### config.mk
export PLATFORM = sky130hd
export DESIGN_NAME = scanner_code_filter
export DESIGN_NICKNAME = d
export VERILOG_FILES = /design/src/rtl/scanner_code_filter_pkg.sv /design/src/rtl/scanner_code_filter_checksum.sv /design/src/rtl/scanner_code_filter.sv
export SDC_FILE = /design/constraint.sdc
export NUM_CORES = 1
export LEC_CHECK = 0
export ABC_AREA = 1
export BUFFER_PORTS_ARGS = -buffer_cell sky130_fd_sc_hd__buf_2
export CAP_MARGIN = 10
export CORE_MARGIN = 4
export CORE_UTILIZATION = 32
export DETAILED_ROUTE_END_ITERATION = 12
export GPL_TIMING_DRIVEN = 0
export HOLD_SLACK_MARGIN = 0.06
export SLEW_MARGIN = 20
export SYNTH_ARGS = -nofsm -noshare
export SYNTH_HDL_FRONTEND = slang
export SYNTH_SLANG_ARGS = --single-unit
export TNS_END_PERCENT = 10
### constraint.sdc
create_clock -name iClk -period 7 [get_ports iClk]
set_input_delay 0.7 -clock iClk [delete_from_list [all_inputs] [get_ports iClk]]
set_output_delay 0.7 -clock iClk [all_outputs]
set_load 0.05 [all_outputs]
### src/rtl/scanner_code_filter_pkg.sv
// Shared constants, FSM encoding and checksum helpers for the EAN-13 read filter.
package scanner_code_filter_pkg;

  localparam int unsigned EanDigits  = 13;
  localparam int unsigned EanDigitW  = 4;
  localparam int unsigned EanCodeW   = EanDigits * EanDigitW;

  typedef enum logic [1:0] {
    StIdle  = 2'd0,
    StCheck = 2'd1,
    StVote  = 2'd2,
    StEval  = 2'd3
  } filterState_e;

  // Adds one weighted digit into a mod-10 accumulator.
  function automatic logic [3:0] mod10Add(input logic [3:0] acc, input logic [3:0] digit,
                                          input logic triple);
    logic [5:0] sum;
    sum = {2'b00, acc} + (triple ? ({2'b00, digit} * 6'd3) : {2'b00, digit});
    return 4'(sum % 6'd10);
  endfunction

  function automatic logic [3:0] checkDigit(input logic [3:0] acc);
    return (acc == 4'd0) ? 4'd0 : (4'd10 - acc);
  endfunction

endpackage

### src/rtl/scanner_code_filter_checksum.sv
// Serial EAN-13 checksum: one digit per cycle, 13 cycles after start.
module ean13ChecksumSerial
  import scanner_code_filter_pkg::*;
(
  input  logic                iClk,
  input  logic                iRst_neg,
  input  logic                iStart,
  input  logic [EanCodeW-1:0] iCode,
  output logic                oDone,
  output logic                oValid
);

  logic                busy_q;
  logic [3:0]          idx_q;
  logic [3:0]          acc_q;
  logic                bcdOk_q;
  logic [EanCodeW-1:0] shift_q;
  logic [3:0]          digit;

  assign digit = shift_q[EanCodeW-1 -: EanDigitW];
  // High during the cycle that consumes the check digit.
  assign oDone = busy_q && (idx_q == 4'(EanDigits - 1));

  always_ff @(posedge iClk) begin
    if (!iRst_neg) begin
      busy_q  <= 1'b0;
      idx_q   <= 4'd0;
      acc_q   <= 4'd0;
      bcdOk_q <= 1'b1;
      shift_q <= '0;
      oValid  <= 1'b0;
    end else if (iStart) begin
      busy_q  <= 1'b1;
      idx_q   <= 4'd0;
      acc_q   <= 4'd0;
      bcdOk_q <= 1'b1;
      shift_q <= iCode;
      oValid  <= 1'b0;
    end else if (busy_q) begin
      shift_q <= shift_q << EanDigitW;
      idx_q   <= idx_q + 4'd1;
      if (oDone) begin
        busy_q <= 1'b0;
        oValid <= bcdOk_q && (digit <= 4'd9) && (checkDigit(acc_q) == digit);
      end else begin
        acc_q   <= mod10Add(acc_q, digit, idx_q[0]);
        bcdOk_q <= bcdOk_q && (digit <= 4'd9);
      end
    end
  end

endmodule

### src/rtl/scanner_code_filter.sv
// Validates EAN-13 reads, votes them per frame and emits each confirmed code once while in view.
module scanner_code_filter
  import scanner_code_filter_pkg::*;
#(
  parameter int unsigned VPIXEL_W    = 11,
  parameter int unsigned MIN_HITS    = 3,
  parameter int unsigned HOLD_FRAMES = 30
) (
  input  logic                iClk,
  input  logic                iRst_neg,
  input  logic                iPixelSync,
  input  logic                iNewData,
  input  logic [EanCodeW-1:0] iDataCode,
  input  logic [VPIXEL_W-1:0] iVpixel,
  input  logic                iFifoFull,
  output logic                oNewData,
  output logic [EanCodeW-1:0] oDataCode,
  output logic [VPIXEL_W-1:0] oVpixel,
  output logic [7:0]          oBadCount,
  output logic [7:0]          oDropCount,
  output logic                oOverflow
);

  localparam int unsigned HoldW = $clog2(HOLD_FRAMES + 1);
  localparam logic [HoldW-1:0] HoldMax = HoldW'(HOLD_FRAMES);

  filterState_e        state_q;
  logic                frameEndPending_q;
  logic [EanCodeW-1:0] readCode_q;
  logic [VPIXEL_W-1:0] readVp_q;
  logic [EanCodeW-1:0] cand_q;
  logic [VPIXEL_W-1:0] candVp_q;
  logic                candValid_q;
  logic [3:0]          hits_q;
  logic [3:0]          misses_q;
  logic [EanCodeW-1:0] last_q;
  logic                lastValid_q;
  logic [HoldW-1:0]    holdCnt_q;

  logic ckStart;
  logic ckDone;
  logic ckValid;
  logic confirmed;
  logic suppress;

  assign ckStart   = (state_q == StIdle) && iNewData;
  assign confirmed = candValid_q && (32'(hits_q) >= MIN_HITS) && (hits_q > misses_q);
  // Same code still in view: re-confirmation only refreshes the hold window.
  assign suppress  = lastValid_q && (cand_q == last_q) && (holdCnt_q < HoldMax);

  ean13ChecksumSerial u_checksum (
    .iClk     (iClk),
    .iRst_neg (iRst_neg),
    .iStart   (ckStart),
    .iCode    (iDataCode),
    .oDone    (ckDone),
    .oValid   (ckValid)
  );

  always_ff @(posedge iClk) begin
    if (!iRst_neg) begin
      state_q           <= StIdle;
      frameEndPending_q <= 1'b0;
      readCode_q        <= '0;
      readVp_q          <= '0;
      cand_q            <= '0;
      candVp_q          <= '0;
      candValid_q       <= 1'b0;
      hits_q            <= 4'd0;
      misses_q          <= 4'd0;
      last_q            <= '0;
      lastValid_q       <= 1'b0;
      holdCnt_q         <= HoldMax;
      oNewData          <= 1'b0;
      oDataCode         <= '0;
      oVpixel           <= '0;
      oBadCount         <= 8'd0;
      oDropCount        <= 8'd0;
      oOverflow         <= 1'b0;
    end else begin
      oNewData <= 1'b0;

      if (iNewData && (state_q != StIdle) && (oDropCount != 8'hFF)) begin
        oDropCount <= oDropCount + 8'd1;
      end

      case (state_q)
        StIdle: begin
          if (iNewData) begin
            readCode_q        <= iDataCode;
            readVp_q          <= iVpixel;
            frameEndPending_q <= iPixelSync;
            state_q           <= StCheck;
          end else if (iPixelSync) begin
            state_q <= StEval;
          end
        end

        StCheck: begin
          if (iPixelSync) frameEndPending_q <= 1'b1;
          if (ckDone) state_q <= StVote;
        end

        StVote: begin
          if (!ckValid) begin
            if (oBadCount != 8'hFF) oBadCount <= oBadCount + 8'd1;
          end else if (!candValid_q) begin
            candValid_q <= 1'b1;
            cand_q      <= readCode_q;
            candVp_q    <= readVp_q;
            hits_q      <= 4'd1;
          end else if (readCode_q == cand_q) begin
            if (hits_q != 4'hF) hits_q <= hits_q + 4'd1;
          end else if (misses_q != 4'hF) begin
            misses_q <= misses_q + 4'd1;
          end
          frameEndPending_q <= 1'b0;
          state_q           <= (frameEndPending_q || iPixelSync) ? StEval : StIdle;
        end

        StEval: begin
          if (confirmed && suppress) begin
            holdCnt_q <= '0;
          end else if (confirmed) begin
            last_q      <= cand_q;
            lastValid_q <= 1'b1;
            holdCnt_q   <= '0;
            if (iFifoFull) begin
              oOverflow <= 1'b1;
            end else begin
              oNewData  <= 1'b1;
              oDataCode <= cand_q;
              oVpixel   <= candVp_q;
            end
          end else if (holdCnt_q != HoldMax) begin
            holdCnt_q <= holdCnt_q + HoldW'(1);
          end
          candValid_q <= 1'b0;
          hits_q      <= 4'd0;
          misses_q    <= 4'd0;
          state_q     <= StIdle;
        end

        default: state_q <= StIdle;
      endcase
    end
  end

endmodule

==> run_summary.xml, run 1 <==
<?xml version="1.0" encoding="UTF-8"?>
<metrics>
  <group name="run_status">
    <metric name="outcome" unit="">completed</metric>
  </group>
  <group name="sta">
    <metric name="setup_total_negative_slack" unit="ns">0</metric>
    <metric name="worst_pin_slew" unit="ns">0.894</metric>
    <metric name="setup_slack" unit="ns">3.20</metric>
    <metric name="finalMaxSlewViolations" unit="">0</metric>
    <metric name="max_clock_freq" unit="GHz">0.263</metric>
    <metric name="timing.final.crit_period" unit="ns">3.80</metric>
    <metric name="rsz0062_at_grt" unit="">no</metric>
    <metric name="post-route-period-util" unit="">0.543</metric>
    <metric name="setup_viol" unit="">0</metric>
    <metric name="slew_headroom" unit="">0.404</metric>
    <metric name="holdWs" unit="ns">0.419</metric>
    <metric name="final_hold_viol_count" unit="">0</metric>
    <metric name="timing.clock.skew" unit="ns">0.0215</metric>
  </group>
  <group name="cells_and_area">
    <metric name="num-fill-cells" unit="">4497</metric>
    <metric name="drive_gt1_frac" unit="">0.120</metric>
    <metric name="antennaDiodeCount" unit="">0</metric>
    <metric name="num-nets-final" unit="">2120</metric>
    <metric name="synthToLayoutAreaGrowth" unit="%">19.3</metric>
    <metric name="layout.cells.most_common" unit="">sky130_fd_sc_hd__dfxtp_1</metric>
    <metric name="layout_common_cells" unit="">340 x sky130_fd_sc_hd__dfxtp_1, 273 x sky130_fd_sc_hd__nand2_1, 253 x sky130_fd_sc_hd__o21ai_0</metric>
  </group>
  <group name="drt">
    <metric name="dr.pass1.iters" unit="">5</metric>
    <metric name="remaining_drc_errors" unit="">0</metric>
    <metric name="finalWirelength" unit="um">50400</metric>
    <metric name="antenna_violating_nets_post_route" unit="">0</metric>
    <metric name="vias_per_cell" unit="">5.18</metric>
    <metric name="drt_iter0_drc" unit="">1453</metric>
    <metric name="num_vias" unit="">13600</metric>
    <metric name="routedWlPerCell" unit="um">19.1</metric>
  </group>
  <group name="critical_path">
    <metric name="critical_path.reg2reg.endpoint" unit="">u_checksum.acc_q[3]</metric>
    <metric name="critical_path_peak_fanout" unit="">6</metric>
    <metric name="critical_path.reg2reg.startpoint" unit="">u_checksum.shift_q[48]</metric>
    <metric name="critPathCaptureType" unit="">flip-flop</metric>
    <metric name="start_kind" unit="">flip-flop</metric>
    <metric name="timing.critical_path.arrival" unit="ns">4.24</metric>
    <metric name="cp-startpoint" unit="">u_checksum.shift_q[48]</metric>
    <metric name="crit_type" unit="">reg2reg</metric>
    <metric name="worst-r2r-setup-slack" unit="ns">3.20</metric>
    <metric name="critical_path.endpoint" unit="">u_checksum.acc_q[3]</metric>
    <metric name="worst_ep_required_time" unit="ns">7.44</metric>
    <metric name="worst_reg2reg_path_depth" unit="">24</metric>
  </group>
  <group name="clock_network">
    <metric name="cts_repair_resize_count" unit="">0</metric>
    <metric name="numCtsBuffers" unit="">38</metric>
    <metric name="cts_htree_levels" unit="">2</metric>
    <metric name="clkSinkCount" unit="">340</metric>
    <metric name="cts_max_path_buffers" unit="">3</metric>
    <metric name="cts_setup_buffers" unit="">0</metric>
    <metric name="clock_root_buffer" unit="">sky130_fd_sc_hd__clkbuf_16</metric>
    <metric name="worst_setup_hold_path_clk_slew" unit="ns">0.06</metric>
    <metric name="cts_hold_buffers" unit="">0</metric>
    <metric name="tritoncts" unit="">done</metric>
    <metric name="insertion_delay" unit="ns">0.56</metric>
  </group>
  <group name="global_routing">
    <metric name="gr-usage-all-layers" unit="">0.204</metric>
    <metric name="globalRoute.totalOverflow" unit="">0</metric>
    <metric name="grt_pass1_vias" unit="">12800</metric>
    <metric name="grt_max_degree" unit="">14</metric>
    <metric name="global_route_wire_length_before_repair" unit="um">75400</metric>
    <metric name="antenna_found_initial" unit="">0</metric>
  </group>
  <group name="floorplanning">
    <metric name="num_rows" unit="">76</metric>
    <metric name="core-area" unit="mm2">0.0435</metric>
    <metric name="initial_core_util" unit="">0.327</metric>
    <metric name="floorplan.die.width" unit="um">219</metric>
    <metric name="pin_count" unit="">149</metric>
    <metric name="floorplan.die_area" unit="mm2">0.0478</metric>
    <metric name="die_y" unit="um">219</metric>
  </group>
  <group name="place">
    <metric name="preCtsSetupSlack" unit="ns">3.20</metric>
    <metric name="buffer_ports.inserted" unit="">147</metric>
    <metric name="finalWeightedCongestion" unit="">0.923</metric>
    <metric name="detailed_place_hpwl" unit="um">38700</metric>
  </group>
  <group name="synthesis">
    <metric name="synthesis.nets" unit="">1933</metric>
    <metric name="synthFlopType" unit="">sky130_fd_sc_hd__dfxtp_1</metric>
    <metric name="yosys_warnings" unit="">0</metric>
    <metric name="post_synth.cell_area_avg" unit="um2">7.75</metric>
    <metric name="postSynthRegisterBits" unit="">340</metric>
    <metric name="postSynth.asyncResetShare" unit="">0</metric>
    <metric name="synth_area" unit="mm2">0.0142</metric>
    <metric name="synth_enable_flop_cells" unit="">0</metric>
    <metric name="yosysUniqueCellTypes" unit="">51</metric>
    <metric name="syn_inst" unit="">1833</metric>
    <metric name="synth_seq_area_share" unit="">0.479</metric>
  </group>
  <group name="power_and_ir_drop">
    <metric name="worst_ir_drop_vdd" unit="V">0.000165</metric>
    <metric name="power_density" unit="mW/mm2">321</metric>
    <metric name="cellLeakagePower" unit="nW">7.19</metric>
  </group>
  <group name="flow_run">
    <metric name="max_cap_violations" unit="">0</metric>
  </group>
  <group name="worst_hold_path">
    <metric name="worst_hold_path_type" unit="">in2reg</metric>
  </group>
</metrics>
==> kinds of logic (layout without fill, tap and decap cells) <==
family | Yosys count | in the layout | share of synthesized area
AOI/OAI and AO/OA | 540 | 540 | 0.204
xor gates and xnor gates | 61 | 61 | 0.0376
adders and majority gates | 32 | 32 | 0.0292
buffers and inverters | 251 | 466 | 0.0710
DFF | 340 | 340 | 0.479
and+or+nand+nor | 609 | 609 | 0.179
==> worst min-delay path by stage <==
stage	start	end	slack, ns	depth (start not counted)
2_1_floorplan	u_checksum.bcdOk_q	u_checksum.bcdOk_q	0.42	2
3_3_place_gp	u_checksum.bcdOk_q	u_checksum.bcdOk_q	0.45	2
3_5_place_dp	u_checksum.bcdOk_q	u_checksum.bcdOk_q	0.45	2
4_1_cts	iVpixel[8]	readVp_q[8]	0.40	3
5_1_grt	iVpixel[0]	readVp_q[0]	0.44	3
6_report	iVpixel[8]	readVp_q[8]	0.42	3
==> through the flow <==
| stage | power [mW] | util | area, um2 | std cells |
|---|---|---|---|---|
| after CTS | 5.46 | 0.390 | 17000 | 2633 |
| after detailed placement | 3.45 | 0.361 | 15700 | 2565 |
| after global placement | 3.42 | 0.361 | 15700 | 2565 |
| after floorplan | 3.09 | - | 14200 | 1833 |
| after global routing | 5.71 | 0.390 | 17000 | 2633 |
| final | 5.44 | 0.390 | 17000 | 2633 |
==> worst max-delay path, stage by stage, from the launching register on <==
cell and delay, ns:
sky130_fd_sc_hd__dfxtp_1 0.51, sky130_fd_sc_hd__ha_1 0.24, sky130_fd_sc_hd__inv_1 0.06, sky130_fd_sc_hd__fa_1 0.39, sky130_fd_sc_hd__xnor2_1 0.17, sky130_fd_sc_hd__a21oi_1 0.08
sky130_fd_sc_hd__ha_1 0.32, sky130_fd_sc_hd__nand2_1 0.08, sky130_fd_sc_hd__nand2_1 0.04, sky130_fd_sc_hd__nor2_1 0.15, sky130_fd_sc_hd__inv_1 0.05, sky130_fd_sc_hd__o21ai_0 0.11
sky130_fd_sc_hd__and2_1 0.20, sky130_fd_sc_hd__ha_1 0.23, sky130_fd_sc_hd__nand2_1 0.06, sky130_fd_sc_hd__nand2_1 0.09, sky130_fd_sc_hd__nor2_1 0.11, sky130_fd_sc_hd__o21bai_1 0.08
sky130_fd_sc_hd__and2_1 0.16, sky130_fd_sc_hd__ha_1 0.19, sky130_fd_sc_hd__xor2_1 0.16, sky130_fd_sc_hd__nand2_1 0.05, sky130_fd_sc_hd__nand3_1 0.06, sky130_fd_sc_hd__nand2_1 0.06
sky130_fd_sc_hd__inv_1 0.03
==> registers in the layout, summed over array words and instances (netlist names), 2 cells and up <==
register,count
last_q,52
readVp_q,11
candVp_q,11
holdCnt_q,5
oDropCount,8
cand_q,52
state_q,2
hits_q,4
oBadCount,8
u_checksum.acc_q,4
u_checksum.shift_q,52
readCode_q,52
oDataCode,52
u_checksum.idx_q,4
misses_q,4
oVpixel,11
==> synthesized netlist by cell type, types with 2 or more instances <==
cell type / n / share of area
sky130_fd_sc_hd__xnor2_1: 21 / 0.013
sky130_fd_sc_hd__nor2_1: 202 / 0.053
sky130_fd_sc_hd__nand3_1: 78 / 0.027
sky130_fd_sc_hd__buf_2: 13 / 0.0046
sky130_fd_sc_hd__o211ai_1: 3 / 0.0016
sky130_fd_sc_hd__nor4_1: 11 / 0.0048
sky130_fd_sc_hd__nand4_1: 10 / 0.0044
sky130_fd_sc_hd__nand2_1: 273 / 0.072
sky130_fd_sc_hd__a31oi_1: 48 / 0.021
sky130_fd_sc_hd__or2_2: 4 / 0.0018
sky130_fd_sc_hd__o2111ai_1: 5 / 0.0031
sky130_fd_sc_hd__ha_1: 30 / 0.026
sky130_fd_sc_hd__inv_1: 144 / 0.038
sky130_fd_sc_hd__a21oi_1: 167 / 0.059
sky130_fd_sc_hd__fa_1: 2 / 0.0028
sky130_fd_sc_hd__and3_1: 2 / 0.00088
sky130_fd_sc_hd__o21ai_1: 14 / 0.0049
sky130_fd_sc_hd__nor3_1: 13 / 0.0046
sky130_fd_sc_hd__buf_1: 2 / 0.00053
sky130_fd_sc_hd__clkbuf_2: 3 / 0.0011
sky130_fd_sc_hd__nand2_4: 2 / 0.0016
sky130_fd_sc_hd__nand2_2: 2 / 0.00088
sky130_fd_sc_hd__inv_2: 2 / 0.00053
sky130_fd_sc_hd__or2_1: 2 / 0.00088
sky130_fd_sc_hd__nor3b_1: 2 / 0.0011
sky130_fd_sc_hd__o21ai_0: 253 / 0.089
sky130_fd_sc_hd__clkbuf_1: 76 / 0.020
sky130_fd_sc_hd__and2_1: 2 / 0.00088
sky130_fd_sc_hd__o22ai_1: 29 / 0.013
sky130_fd_sc_hd__buf_6: 5 / 0.0040
sky130_fd_sc_hd__clkinv_1: 4 / 0.0011
sky130_fd_sc_hd__dfxtp_1: 340 / 0.48
sky130_fd_sc_hd__xor2_1: 40 / 0.025
sky130_fd_sc_hd__a221oi_1: 11 / 0.0068
sky130_fd_sc_hd__a211oi_1: 2 / 0.0011
==> report_power, final <==
part,switching (mW),internal [mW],leakage (nW)
clock,0.830,1.19,0.627
sequential,0.193,2.15,2.76
combinational,0.715,0.361,3.80
==> area by class of cell <==
cell class | instances | area (um2) | share of cell area
plain buffers | 100 | 437 | 0.0258
clock buffers | 58 | 1170 | 0.0689
clock inverters | 10 | 104 | 0.00613
inverters | 151 | 572 | 0.0337
multi-input cells | 1242 | 6400 | 0.377
flip-flops and latches | 340 | 6810 | 0.402
well taps | 585 | 732 | 0.0432
repair buffers | 147 | 736 | 0.0434
==> metal layers <==
| layer | routed length [um] | vias to the layer above | track usage | part of all wire |
|---|---|---|---|---|
| met3 | 3250 | 83 | 0.0254 | 0.065 |
| met5 | 0 | - | 0 | 0 |
| met4 | 1630 | 0 | 0.0678 | 0.032 |
| li1 | - | 6542 | - | - |
| met2 | 22600 | 493 | 0.325 | 0.45 |
| met1 | 22900 | 6529 | 0.287 | 0.45 |
No activity file was read; power rests on OpenSTA's default activity.
==> run 2, diff against run 1 <==
clock period = 3.8 ns   (was 7 ns; I/O delays follow)
==> run_summary.xml, run 2 (synthesis results as in run 1) <==
<?xml version="1.0" encoding="UTF-8"?>
<metrics>
  <group name="floorplanning">
    <metric name="core-area" unit="mm2">0.0435</metric>
    <metric name="initial_core_util" unit="">0.327</metric>
    <metric name="num_rows" unit="">76</metric>
    <metric name="floorplan.die_area" unit="mm2">0.0478</metric>
    <metric name="pin_count" unit="">149</metric>
    <metric name="die_y" unit="um">219</metric>
    <metric name="floorplan.die.width" unit="um">219</metric>
  </group>
  <group name="drt">
    <metric name="wl_met3" unit="um">3230</metric>
    <metric name="dr.max_layer_used" unit="">met4</metric>
    <metric name="routedWlPerCell" unit="um">19.1</metric>
    <metric name="drt_iter0_drc" unit="">1451</metric>
    <metric name="num_vias" unit="">13600</metric>
    <metric name="dr.pass1.iters" unit="">6</metric>
    <metric name="remaining_drc_errors" unit="">0</metric>
    <metric name="route.met2.wl" unit="um">22700</metric>
    <metric name="vias_per_cell" unit="">5.17</metric>
    <metric name="m1WireLength" unit="um">22900</metric>
    <metric name="finalWirelength" unit="um">50400</metric>
    <metric name="antenna_violating_nets_post_route" unit="">0</metric>
  </group>
  <group name="cells_and_area">
    <metric name="drive_gt1_frac" unit="">0.126</metric>
    <metric name="synthToLayoutAreaGrowth" unit="%">19.7</metric>
    <metric name="layout_common_cells" unit="">337 x sky130_fd_sc_hd__dfxtp_1, 272 x sky130_fd_sc_hd__nand2_1, 252 x sky130_fd_sc_hd__o21ai_0</metric>
    <metric name="layout.cells.most_common" unit="">sky130_fd_sc_hd__dfxtp_1</metric>
    <metric name="antennaDiodeCount" unit="">0</metric>
    <metric name="num-fill-cells" unit="">4488</metric>
    <metric name="utilization" unit="">0.391</metric>
    <metric name="num-nets-final" unit="">2123</metric>
    <metric name="final_design_area_no_fill" unit="mm2">0.0170</metric>
  </group>
  <group name="sta">
    <metric name="worst_pin_slew" unit="ns">0.873</metric>
    <metric name="rsz0062_at_grt" unit="">no</metric>
    <metric name="slew_headroom" unit="">0.418</metric>
    <metric name="timing.final.crit_period" unit="ns">3.48</metric>
    <metric name="setup_slack" unit="ns">0.318</metric>
    <metric name="setup_viol" unit="">0</metric>
    <metric name="timing.clock.skew" unit="ns">0.0224</metric>
    <metric name="post-route-period-util" unit="">0.916</metric>
    <metric name="final_hold_viol_count" unit="">0</metric>
    <metric name="holdWs" unit="ns">0.0973</metric>
    <metric name="max_clock_freq" unit="GHz">0.287</metric>
    <metric name="finalMaxSlewViolations" unit="">0</metric>
  </group>
  <group name="global_routing">
    <metric name="antenna_found_initial" unit="">0</metric>
    <metric name="globalRoute.totalOverflow" unit="">0</metric>
    <metric name="grt_max_degree" unit="">14</metric>
    <metric name="gr-usage-all-layers" unit="">0.204</metric>
    <metric name="grt_pass1_vias" unit="">12800</metric>
    <metric name="global_route_wire_length_before_repair" unit="um">75400</metric>
  </group>
  <group name="clock_network">
    <metric name="clock_root_buffer" unit="">sky130_fd_sc_hd__clkbuf_16</metric>
    <metric name="clkSinkCount" unit="">340</metric>
    <metric name="worst_setup_hold_path_clk_slew" unit="ns">0.06</metric>
    <metric name="numCtsBuffers" unit="">38</metric>
    <metric name="cts_hold_buffers" unit="">0</metric>
    <metric name="cts_htree_levels" unit="">2</metric>
    <metric name="insertion_delay" unit="ns">0.56</metric>
    <metric name="cts_max_path_buffers" unit="">3</metric>
    <metric name="tritoncts" unit="">done</metric>
  </group>
  <group name="place">
    <metric name="preCtsSetupSlack" unit="ns">-0.000580</metric>
    <metric name="detailed_place_hpwl" unit="um">38700</metric>
    <metric name="buffer_ports.inserted" unit="">147</metric>
    <metric name="placed_cell_area" unit="mm2">0.0157</metric>
    <metric name="finalWeightedCongestion" unit="">0.923</metric>
  </group>
  <group name="critical_path">
    <metric name="worst_ep_required_time" unit="ns">4.27</metric>
    <metric name="start_kind" unit="">flip-flop</metric>
    <metric name="critical_path_peak_fanout" unit="">5</metric>
    <metric name="critPathCaptureType" unit="">flip-flop</metric>
    <metric name="crit_type" unit="">reg2reg</metric>
    <metric name="timing.critical_path.arrival" unit="ns">3.95</metric>
  </group>
  <group name="power_and_ir_drop">
    <metric name="total_power" unit="mW">10.1</metric>
    <metric name="power_density" unit="mW/mm2">591</metric>
    <metric name="worst_ir_drop_vdd" unit="V">0.000304</metric>
    <metric name="cellLeakagePower" unit="nW">7.20</metric>
  </group>
  <group name="flow_run">
    <metric name="max_cap_violations" unit="">0</metric>
  </group>
  <group name="worst_hold_path">
    <metric name="worst_hold_path_type" unit="">in2reg</metric>
  </group>
  <group name="run_status">
    <metric name="outcome" unit="">completed</metric>
  </group>
</metrics>
-- run 2: cell type report --
class	count	area (um2)	area share
clock buffers	58	1170	0.0686
clock inverters	10	104	0.00611
inverters	151	572	0.0336
flip-flops and latches	340	6820	0.401
multi-input cells	1242	6420	0.378
well taps	585	732	0.0430
repair buffers	150	758	0.0446
plain buffers	100	437	0.0257
-- run 2: final timing paths --
path	depth (start not counted)	from	endpoint	slack (ns)
max	22	u_checksum.shift_q[49]	u_checksum.acc_q[2]	0.32
min	3	iVpixel[8]	readVp_q[8]	0.1
max reg2reg	22	u_checksum.shift_q[49]	u_checksum.acc_q[2]	0.32
min reg2reg	2	u_checksum.bcdOk_q	u_checksum.bcdOk_q	0.45
-- run 2: power breakdown --
| group | switching (mW) | internal [mW] |
|---|---|---|
| logic | 1.33 | 0.682 |
| registers | 0.353 | 3.97 |
| clock network | 1.52 | 2.19 |
| total | 3.20 | 6.85 |
-- run 2: worst max-delay path, cell delays in order (launching register included) --
cell and delay [ns]:
sky130_fd_sc_hd__dfxtp_4 0.39, sky130_fd_sc_hd__ha_4 0.14, sky130_fd_sc_hd__inv_1 0.05, sky130_fd_sc_hd__fa_2 0.50, sky130_fd_sc_hd__o21ai_0 0.10, sky130_fd_sc_hd__ha_1 0.36
sky130_fd_sc_hd__nand2_1 0.08, sky130_fd_sc_hd__nor2_2 0.11, sky130_fd_sc_hd__nor2_2 0.05, sky130_fd_sc_hd__inv_1 0.04, sky130_fd_sc_hd__o21ai_1 0.08, sky130_fd_sc_hd__and2_1 0.18
sky130_fd_sc_hd__ha_1 0.17, sky130_fd_sc_hd__inv_1 0.05, sky130_fd_sc_hd__nand2_1 0.04, sky130_fd_sc_hd__nand2_1 0.12, sky130_fd_sc_hd__inv_1 0.07, sky130_fd_sc_hd__o21bai_1 0.16
sky130_fd_sc_hd__and2_1 0.18, sky130_fd_sc_hd__ha_2 0.27, sky130_fd_sc_hd__nand2_1 0.06, sky130_fd_sc_hd__nand3_1 0.07, sky130_fd_sc_hd__a21oi_1 0.12
-- run 2: repair_timing --
action	in CTS	in global routing
setup endpoints to repair	1	3
gates resized for setup	1	13
pin swaps	0	7
buffers inserted	0	3
-- run 2: metrics by stage --
stage / setup TNS [ns] / instances
3_5_place_dp: -0.000580 / 2565
2_1_floorplan: 0 / 1833
3_3_place_gp: 0 / 2565
6_report: 0 / 2636
4_1_cts: 0 / 2633
5_1_grt: 0 / 2636
-- run 2: routing by layer --
| layer | track usage | up-vias |
|---|---|---|
| met4 | 0.0678 | 0 |
| met2 | 0.325 | 498 |
| met5 | 0 | - |
| li1 | - | 6542 |
| met3 | 0.0254 | 81 |
| met1 | 0.287 | 6511 |
==> run 3, diff against run 2 <==
CELL_PAD_IN_SITES_DETAIL_PLACEMENT = 1   (was not set)
CELL_PAD_IN_SITES_GLOBAL_PLACEMENT = 2   (was not set)
PLACE_DENSITY_LB_ADDON = 0.1   (was not set)
==> run_summary.xml, run 3 (synthesis results as in run 1) <==
<?xml version="1.0" encoding="UTF-8"?>
<metrics>
  <group name="run_status">
    <metric name="outcome" unit="">completed</metric>
  </group>
  <group name="floorplanning">
    <metric name="num_rows" unit="">76</metric>
    <metric name="core-area" unit="mm2">0.0435</metric>
    <metric name="floorplan.die_area" unit="mm2">0.0478</metric>
    <metric name="die_y" unit="um">219</metric>
    <metric name="floorplan.die.width" unit="um">219</metric>
    <metric name="initial_core_util" unit="">0.327</metric>
    <metric name="pin_count" unit="">149</metric>
  </group>
  <group name="power_and_ir_drop">
    <metric name="clock_power_share" unit="">0.370</metric>
    <metric name="switchingPower" unit="mW">3.38</metric>
    <metric name="internal-power" unit="mW">6.87</metric>
    <metric name="gate_power_share" unit="">0.208</metric>
    <metric name="sequentialPowerShare" unit="">0.423</metric>
    <metric name="cellLeakagePower" unit="nW">7.25</metric>
    <metric name="power.switching_fraction" unit="">0.330</metric>
    <metric name="worst_ir_drop_vdd" unit="V">0.000331</metric>
    <metric name="power_density" unit="mW/mm2">600</metric>
  </group>
  <group name="critical_path">
    <metric name="worst_reg2reg_path_depth" unit="">21</metric>
    <metric name="worst_ep_required_time" unit="ns">4.28</metric>
    <metric name="start_kind" unit="">flip-flop</metric>
    <metric name="crit_type" unit="">reg2reg</metric>
    <metric name="critPathCaptureType" unit="">flip-flop</metric>
    <metric name="timing.critical_path.arrival" unit="ns">4.02</metric>
    <metric name="critical_path_peak_fanout" unit="">5</metric>
    <metric name="worst-r2r-setup-slack" unit="ns">0.26</metric>
    <metric name="critical_path.reg2reg.startpoint" unit="">u_checksum.shift_q[49]</metric>
    <metric name="cp-startpoint" unit="">u_checksum.shift_q[49]</metric>
  </group>
  <group name="global_routing">
    <metric name="gr-usage-all-layers" unit="">0.232</metric>
    <metric name="global_route_wire_length_before_repair" unit="um">84400</metric>
    <metric name="routing_usage_on_met1" unit="">0.324</metric>
    <metric name="grt_max_degree" unit="">13</metric>
    <metric name="busiest_layer" unit="">met2</metric>
    <metric name="grt_pass1_vias" unit="">13600</metric>
    <metric name="met3_usage" unit="">0.0371</metric>
    <metric name="globalRoute.totalOverflow" unit="">0</metric>
    <metric name="antenna_found_initial" unit="">0</metric>
    <metric name="grt_util_met2" unit="">0.371</metric>
  </group>
  <group name="drt">
    <metric name="routedWlPerCell" unit="um">21.3</metric>
    <metric name="remaining_drc_errors" unit="">0</metric>
    <metric name="vias_per_cell" unit="">5.13</metric>
    <metric name="finalWirelength" unit="um">56300</metric>
    <metric name="drt_iter0_drc" unit="">917</metric>
    <metric name="antenna_violating_nets_post_route" unit="">0</metric>
    <metric name="dr.pass1.iters" unit="">5</metric>
    <metric name="num_vias" unit="">13600</metric>
  </group>
  <group name="flow_run">
    <metric name="max_cap_violations" unit="">0</metric>
  </group>
  <group name="cells_and_area">
    <metric name="layout.cells.most_common" unit="">sky130_fd_sc_hd__dfxtp_1</metric>
    <metric name="layout_common_cells" unit="">337 x sky130_fd_sc_hd__dfxtp_1, 268 x sky130_fd_sc_hd__nand2_1, 251 x sky130_fd_sc_hd__o21ai_0</metric>
    <metric name="num-nets-final" unit="">2132</metric>
    <metric name="antennaDiodeCount" unit="">0</metric>
    <metric name="num-fill-cells" unit="">5388</metric>
    <metric name="synthToLayoutAreaGrowth" unit="%">20.3</metric>
    <metric name="drive_gt1_frac" unit="">0.129</metric>
    <metric name="utilization" unit="">0.393</metric>
  </group>
  <group name="sta">
    <metric name="slew_headroom" unit="">0.281</metric>
    <metric name="setup_total_negative_slack" unit="ns">0</metric>
    <metric name="finalMaxSlewViolations" unit="">0</metric>
    <metric name="max_clock_freq" unit="GHz">0.282</metric>
    <metric name="timing.clock.skew" unit="ns">0.0225</metric>
    <metric name="post-route-period-util" unit="">0.933</metric>
    <metric name="final_hold_viol_count" unit="">0</metric>
    <metric name="timing.final.crit_period" unit="ns">3.54</metric>
    <metric name="setup_viol" unit="">0</metric>
    <metric name="worst_pin_slew" unit="ns">1.08</metric>
  </group>
  <group name="clock_network">
    <metric name="clock_root_buffer" unit="">sky130_fd_sc_hd__clkbuf_16</metric>
    <metric name="numCtsBuffers" unit="">41</metric>
    <metric name="clkSinkCount" unit="">340</metric>
    <metric name="cts_max_path_buffers" unit="">3</metric>
    <metric name="cts_htree_levels" unit="">2</metric>
    <metric name="worst_setup_hold_path_clk_slew" unit="ns">0.06</metric>
    <metric name="tritoncts" unit="">done</metric>
    <metric name="insertion_delay" unit="ns">0.57</metric>
  </group>
  <group name="worst_hold_path">
    <metric name="hold_path.startpoint" unit="">iVpixel[1]</metric>
    <metric name="worst_hold_path_type" unit="">in2reg</metric>
    <metric name="hold_depth" unit="">3</metric>
  </group>
  <group name="place">
    <metric name="detailed_place_hpwl" unit="um">43600</metric>
    <metric name="buffer_ports.inserted" unit="">147</metric>
    <metric name="finalWeightedCongestion" unit="">0.881</metric>
  </group>
</metrics>
## run 3: cell count changes in the layout (fill, tap and decap cells not counted), moves of 2 or more
cell	delta
sky130_fd_sc_hd__clkbuf_8	-2
sky130_fd_sc_hd__nand2_1	-4
sky130_fd_sc_hd__clkbuf_16	+2
sky130_fd_sc_hd__clkbuf_1	+2
sky130_fd_sc_hd__dlygate4sd3_1	+6
sky130_fd_sc_hd__nand2_2	+4
## run 3: repair_timing
item                                    CTS  global route
gates resized for setup                   1            19
buffers inserted                          0             3
hold buffers                              6             0
hold endpoints to repair                  6             0
endpoints found under the setup margin    2             3
pin swaps                                 0             7
## run 3: final cells by class
type	count	area, um2	share of cell area
Tap cell	585	732	0.0428
Timing Repair Buffer	156	818	0.0479
Clock buffer	60	1200	0.0701
Inverter	151	572	0.0335
Sequential cell	340	6820	0.399
Clock inverter	10	83.8	0.00490
Buffer	100	437	0.0255
Multi-Input combinational cell	1242	6440	0.377
## run 3: metrics by stage
stage | setup WS [ns] | total power [mW] | hold WS, ns | cell area, um2 | std cells
floorplan | 0.490 | 5.69 | 0.419 | 14200 | 1833
global placement | 0.0750 | 6.42 | 0.437 | 15700 | 2565
detailed placement | 0.0265 | 6.48 | 0.440 | 15700 | 2565
CTS | 0.0132 | 10.3 | 0.0620 | 17000 | 2641
global route | -0.00817 | 10.8 | 0.0940 | 17100 | 2644
finish | 0.256 | 10.3 | 0.0883 | 17100 | 2644
## run 3: metal layers
metal,up-vias,share of wire
li1,6574,-
met1,6657,0.48
met2,259,0.45
met3,66,0.041
met4,0,0.027
met5,-,0
## run 3: path summary, 6_finish.rpt
kind / end
setup / recovery: u_checksum.acc_q[2]
hold / removal: readVp_q[1]
hold reg to reg: oOverflow
setup reg to reg: u_checksum.acc_q[2]
## run 3: power groups by stage
| stage | Combinational (mW) | Clock [mW] | Sequential (mW) |
|---|---|---|---|
| final | 2.13 | 3.79 | 4.33 |
| after global routing | 2.41 | 4.03 | 4.38 |
| after CTS | 2.09 | 3.88 | 4.33 |
| after detailed placement | 2.07 | 0 | 4.41 |
| after global placement | 2.02 | 0 | 4.40 |
| after floorplan | 1.40 | 0 | 4.30 |
## run 3: critical path: stages (launching register included)
cell and delay, ns:
sky130_fd_sc_hd__dfxtp_4 0.38, sky130_fd_sc_hd__ha_2 0.18, sky130_fd_sc_hd__inv_1 0.05, sky130_fd_sc_hd__fa_2 0.51, sky130_fd_sc_hd__o21ai_1 0.08, sky130_fd_sc_hd__ha_1 0.36, sky130_fd_sc_hd__nand2_2 0.06, sky130_fd_sc_hd__nor2_2 0.12
sky130_fd_sc_hd__nor2_2 0.05, sky130_fd_sc_hd__inv_1 0.06, sky130_fd_sc_hd__o21ai_2 0.05, sky130_fd_sc_hd__and2_1 0.17, sky130_fd_sc_hd__ha_1 0.28, sky130_fd_sc_hd__nand2_1 0.06, sky130_fd_sc_hd__nand2_2 0.10, sky130_fd_sc_hd__nor2_2 0.04
sky130_fd_sc_hd__o21bai_1 0.16, sky130_fd_sc_hd__and2_1 0.18, sky130_fd_sc_hd__ha_1 0.24, sky130_fd_sc_hd__nand2_1 0.07, sky130_fd_sc_hd__nand3_1 0.12, sky130_fd_sc_hd__a21oi_1 0.16
